[src/rtl/jpeg_coef_block_arbiter.sv]
// Round-robin block arbiter: grants one DCT channel a whole coefficient block onto the shared quantizer path.
// Optional stall timeout abort is enabled with the JPEG_ARB_TIMEOUT_EN macro.
module jpeg_coef_block_arbiter #(
  parameter int NUM_REQ     = 3,
  parameter int COEF_W      = 12,
  parameter int BLOCK_LEN   = 64,
  parameter int QSEL_W      = 2,
  parameter int TIMEOUT_CYC = 255
) (
  input  logic                         clk,
  input  logic                         rst_n,
  input  logic [NUM_REQ-1:0]           req_valid,
  input  logic [NUM_REQ*COEF_W-1:0]    req_data,
  input  logic [NUM_REQ*QSEL_W-1:0]    req_qsel,
  output logic [NUM_REQ-1:0]           req_ready,
  output logic                         dp_valid,
  output logic [COEF_W-1:0]            dp_data,
  output logic [QSEL_W-1:0]            dp_qsel,
  output logic [$clog2(NUM_REQ)-1:0]   dp_src,
  output logic                         dp_last,
  input  logic                         dp_ready,
  output logic                         busy,
  output logic                         err_abort
);

  localparam int SRC_W = $clog2(NUM_REQ);
  localparam int CNT_W = $clog2(BLOCK_LEN);

  if (NUM_REQ < 2 || NUM_REQ > 8) begin : g_bad_num_req
    $error("NUM_REQ must be in 2..8");
  end
  if (BLOCK_LEN < 16 || BLOCK_LEN > 256 || (BLOCK_LEN & (BLOCK_LEN - 1)) != 0) begin : g_bad_block_len
    $error("BLOCK_LEN must be a power of two in 16..256");
  end
  if (TIMEOUT_CYC < 1) begin : g_bad_timeout
    $error("TIMEOUT_CYC must be at least 1");
  end

  typedef enum logic [0:0] {IDLE, XFER} state_t;

  state_t             state_q, state_d;
  logic [SRC_W-1:0]   grant_q, grant_d;
  logic [SRC_W-1:0]   rr_ptr_q, rr_ptr_d;
  logic [QSEL_W-1:0]  qsel_q, qsel_d;
  logic [CNT_W-1:0]   count_q, count_d;

  logic [COEF_W-1:0]  data_arr [NUM_REQ];
  logic [QSEL_W-1:0]  qsel_arr [NUM_REQ];
  logic               pick_found;
  logic [SRC_W-1:0]   pick_idx;
  logic [SRC_W-1:0]   cand_idx;
  int                 cand_int;
  logic [SRC_W-1:0]   next_ptr;
  logic               xfer_fire;

  always_comb begin
    for (int i = 0; i < NUM_REQ; i++) begin
      data_arr[i] = req_data[i*COEF_W +: COEF_W];
      qsel_arr[i] = req_qsel[i*QSEL_W +: QSEL_W];
    end
  end

  // First requester at or after rr_ptr, wrapping modulo NUM_REQ.
  always_comb begin
    pick_found = 1'b0;
    pick_idx   = '0;
    cand_int   = 0;
    cand_idx   = '0;
    for (int i = 0; i < NUM_REQ; i++) begin
      cand_int = int'(rr_ptr_q) + i;
      if (cand_int >= NUM_REQ) cand_int = cand_int - NUM_REQ;
      cand_idx = SRC_W'(cand_int);
      if (!pick_found && req_valid[cand_idx]) begin
        pick_found = 1'b1;
        pick_idx   = cand_idx;
      end
    end
  end

  assign next_ptr = (grant_q == SRC_W'(NUM_REQ - 1)) ? '0 : grant_q + 1'b1;

  always_comb begin
    req_ready = '0;
    dp_valid  = 1'b0;
    dp_data   = '0;
    dp_last   = 1'b0;
    busy      = 1'b0;
    if (state_q == XFER) begin
      busy               = 1'b1;
      dp_valid           = req_valid[grant_q];
      dp_data            = data_arr[grant_q];
      req_ready[grant_q] = dp_ready;
      dp_last            = dp_valid & (count_q == CNT_W'(BLOCK_LEN - 1));
    end
    xfer_fire = dp_valid & dp_ready;
  end

  assign dp_src  = grant_q;
  assign dp_qsel = qsel_q;

`ifdef JPEG_ARB_TIMEOUT_EN
  localparam int STALL_W = $clog2(TIMEOUT_CYC + 1);
  logic [STALL_W-1:0] stall_q, stall_d;
  logic               err_q, err_d;
`endif

  always_comb begin
    state_d  = state_q;
    grant_d  = grant_q;
    rr_ptr_d = rr_ptr_q;
    qsel_d   = qsel_q;
    count_d  = count_q;
`ifdef JPEG_ARB_TIMEOUT_EN
    stall_d  = stall_q;
    err_d    = 1'b0;
`endif
    case (state_q)
      IDLE: begin
        if (pick_found) begin
          grant_d = pick_idx;
          qsel_d  = qsel_arr[pick_idx];
          count_d = '0;
          state_d = XFER;
`ifdef JPEG_ARB_TIMEOUT_EN
          stall_d = '0;
`endif
        end
      end
      XFER: begin
        if (xfer_fire) begin
`ifdef JPEG_ARB_TIMEOUT_EN
          stall_d = '0;
`endif
          if (dp_last) begin
            count_d  = '0;
            rr_ptr_d = next_ptr;
            state_d  = IDLE;
          end else begin
            count_d = count_q + 1'b1;
          end
        end
`ifdef JPEG_ARB_TIMEOUT_EN
        // Only a silent source counts as starvation; datapath backpressure does not.
        else if (!req_valid[grant_q]) begin
          if (stall_q == STALL_W'(TIMEOUT_CYC - 1)) begin
            err_d    = 1'b1;
            stall_d  = '0;
            count_d  = '0;
            rr_ptr_d = next_ptr;
            state_d  = IDLE;
          end else begin
            stall_d = stall_q + 1'b1;
          end
        end
`endif
      end
      default: state_d = IDLE;
    endcase
  end

  always_ff @(posedge clk or negedge rst_n) begin
    if (!rst_n) begin
      state_q  <= IDLE;
      grant_q  <= '0;
      rr_ptr_q <= '0;
      qsel_q   <= '0;
      count_q  <= '0;
    end else begin
      state_q  <= state_d;
      grant_q  <= grant_d;
      rr_ptr_q <= rr_ptr_d;
      qsel_q   <= qsel_d;
      count_q  <= count_d;
    end
  end

`ifdef JPEG_ARB_TIMEOUT_EN
  always_ff @(posedge clk or negedge rst_n) begin
    if (!rst_n) begin
      stall_q <= '0;
      err_q   <= 1'b0;
    end else begin
      stall_q <= stall_d;
      err_q   <= err_d;
    end
  end

  assign err_abort = err_q;
`else
  assign err_abort = 1'b0;
`endif

endmodule
[config.mk]
export PLATFORM = sky130hd
export DESIGN_NAME = jpeg_coef_block_arbiter
export DESIGN_NICKNAME = d
export VERILOG_FILES = /design/src/rtl/jpeg_coef_block_arbiter.sv
export SDC_FILE = /design/constraint.sdc
export NUM_CORES = 1
export LEC_CHECK = 0
export ABC_AREA = 1
export ABC_CLOCK_PERIOD_IN_PS = 3100
export CAP_MARGIN = 15
export CORE_MARGIN = 5
export CORE_UTILIZATION = 44
export CTS_BUF_LIST = sky130_fd_sc_hd__clkbuf_8
export CTS_CLUSTER_DIAMETER = 150
export DETAILED_ROUTE_END_ITERATION = 10
export GPL_TIMING_DRIVEN = 1
export HOLD_SLACK_MARGIN = 0.02
export PLACE_DENSITY = 0.89
export SYNTH_ARGS = -nofsm -noshare
export SYNTH_HDL_FRONTEND = slang
export SYNTH_SLANG_ARGS = --single-unit
[constraint.sdc]
create_clock -name clk -period 3.1 [get_ports clk]
set_input_delay 0.93 -clock clk [delete_from_list [all_inputs] [get_ports clk]]
set_output_delay 0.93 -clock clk [all_outputs]
set_load 0.005 [all_outputs]
==> metrics.md <==
| Metric | Value |
|---|---|
| Outcome | completed |
| Initial antenna violation count | 0 |
| Number of DRC markers in iteration 0 | around 120 |
| Die Area | 4250 um2 |
| Wirelength per Cell | 12.6 um |
| Final setup violation count | 0 |
| Worst Setup EP | dp_data[6] |
| R2R cell count | 10 |
| Chip Width | 65.2 um |
| Die height | 65.2 um |
| CP arrival | 2.11 ns |
| HPWL after detailed placement | 3.30 mm |
| # fillers | 254 |
| Critical path type | input pin to output port |
| Routed vias | 1646 |
| Final worst slack | 0.0582 ns |
| H-tree depth | 1 |
| Fin. Hold Viols | 0 |
| Clk buf depth | 2 |
| Num rows | 20 |
| Yosys reg bits | 13 |
| Relative slew slack | 61.7% |
| Cts bufs inserted | 3 |
| CP required | 2.17 ns |
| Max Fclk | 329 MHz |
| Yosys cell types | 30 |
| Sequential share of the synthesized area | 24.3% |
| Clk slew on worst S/H paths | 0.06 ns |
| RSZ-0062 raised after global routing | no |
| Antenna-violating nets left | 0 |
| Crit-path cells | clkdlybuf4s50_1 -> a22oi_1 -> nand2_1 -> nand2_1 -> inv_1 -> clkdlybuf4s50_1 |
| GPL Wtd Cong | 0.855 |
| Post-DP Area | 2100 um2 |
| Port bufs | 69 |
| Initial core utilization | roughly 45% |
| Nets | around 350 |
| Worst r2r src | rr_ptr_q[0] |
| Syn_area_per_cell | 5.98 um2 |
| Drt drc | 0 |
| Clock Latency Late Sink | 0.25 ns |
| Overflow after GRT | 0 |
| Post-layout min period | 3.04 ns |
| Syn Std Cell Area | 1340 um2 |
| Drt via density | 4.96 |
| # hold bufs at CTS | 0 |
| Worst-margin pin slew | 0.573 ns |
| Max cap viols | 0 |
| Syn Nets | 277 |
| Syn-to-layout area delta | 63.4% |
| First-pass GRT wire length | about 7.0 mm |
| Max incr delay on CP | 0.49 ns |
| Sequential Area | 325 um2 |
| Multi-input logic area | 832 um2 |
| R2R Path End | count_q[2] |
| CTS tree | yes |
| Gr usage total | 20.4% |
| Worst Setup SP | req_data[6] |
| Setup Fix Bufs, Post-CTS | 0 |
| Crit start category | input pin |
| Tightest Hold Check Type | flip-flop to flip-flop |
| R2R setup slack | 1.06 ns |
| Power Density | 407 nW/um2 |
| Largest net degree at the start of global routing | 18 |
| Most frequent cells in the layout | nand2_1, clkdlybuf4s50_1, inv_1, nand3_1, dfrtp_1 |
| # diodes | 0 |
| TritonRoute pass-1 iters | 4 |
| Critical path peak fanout | 1 |
| CTS sink count | 13 |
| Worst Skew | 0.00240 ns |
| Total wire length | 4.19 mm |
| Leading cell type in the layout, fill and taps excluded | nand2_1 |
| CP endpoint kind | output port |
| Number of I/O pins | 71 |
| Final Cycle Share | 98.1% |
| Layout cells sized above 1 | between 10% and 20% |
| Yosys warning total | 0 |
| Final Slew Violations | 0 |
| Critical path's slowest cell | clkdlybuf4s50_1 |
| Worst VDD drop | 314 uV |
| Core area | 2980 um2 |
| Root buf cell | clkbuf_8 |
| Number of global-route vias before repair | 1618 |
| Design area | 2190 um2 |
| Cells after Synth | 224 |
| Pre-CTS setup slack | -0.121 ns |
| Static leakage | 1.29 nW |
==> cell families (layout without fill, tap and decap cells) <==
family,count (synthesis),in the layout,share of synthesized area [%]
XOR/XNOR,1,1,0.654
other,1,1,0.280
adder cells (fa/ha/maj),5,5,4.67
flip-flops,13,13,24.3
AND/OR/NAND/NOR,132,132,43.7
AO/OA/AOI/OAI,23,23,11.7
buffers and inverters,49,124,14.7
==> flip-flops by register name, indices dropped and copies added (netlist names) <==
register,flops
rr_ptr_q,2
state_q,1
dp_src,2
count_q,6
dp_qsel,2
==> how the worst min path moves through the flow <==
stage                     cells after the start    endpoint  slack, ns  startpoint
after floorplan                               2  count_q[5]       0.51  count_q[5]
after global placement                        2  count_q[5]       0.53  count_q[5]
after detailed placement                      2  count_q[2]       0.53  count_q[2]
after CTS                                     2  count_q[5]       0.55  count_q[5]
after global routing                          2  count_q[5]       0.57  count_q[5]
final                                         2  count_q[5]       0.55  count_q[5]
==> through the flow <==
step	TNS (ns)	total power [mW]	util [%]	hold WS, ns	instances
global placement	-0.155	0.733	70.5	0.526	328
detailed placement	-0.189	0.743	70.5	0.534	328
floorplan	0	0.493	-	0.506	224
finish	0	0.890	73.4	0.547	332
global route	0	0.970	73.4	0.574	332
CTS	0	0.896	71.9	0.548	332
==> power by group <==
part | switching (mW) | total (mW) | internal, mW
clock network | 0.0662 | 0.155 | 0.0890
registers | 0.0364 | 0.246 | 0.210
logic | 0.230 | 0.488 | 0.258
==> layout make-up <==
cell class / instances / area share [%]
inverter: 42 / 7.21
timing repair buffer: 78 / 35.9
clock inverter: 1 / 0.229
tap: 33 / 1.89
clock buffer: 3 / 1.89
multi-input combinational: 162 / 38.0
sequential: 13 / 14.9
==> layer usage <==
| layer | wire, um | GRT usage (%) |
|---|---|---|
| met1 | 1840 | 25.2 |
| met2 | 1870 | 35.4 |
| met3 | 430 | 4.96 |
| met4 | 51 | 5.44 |
| met5 | 0 | 0 |
==> critical path, delay by kind of cell <==
| family | cells | cell delay [ns] |
|---|---|---|
| AO/OA/AOI/OAI | 1 | 0.08 |
| buffers and inverters | 3 | 0.99 |
| AND/OR/NAND/NOR | 2 | 0.11 |
==> cell usage after synthesis, drive strengths merged <==
library cell  count  area share, %
clkbuf            3           0.84
o21ai             8            3.3
conb              1           0.28
buf               4            2.1
nor3              2           0.75
xor2              1           0.65
inv              42             12
nand4             4            1.9
a31oi             1           0.47
nand3            22            9.3
a21oi             4            2.1
o22ai             1           0.47
nand3b            2            1.1
nor2             14            4.5
nand2            88             26
dfrtp            13             24
a22oi             9            5.4
ha                5            4.7
==> repair_timing <==
item | 4_1_cts | 5_1_grt
cloned | 0 | 0
endpoints found under the setup margin | 3 | 12
pin swaps | 1 | 0
gates resized for setup | 3 | 15
No activity file was read; power rests on OpenSTA's default activity.
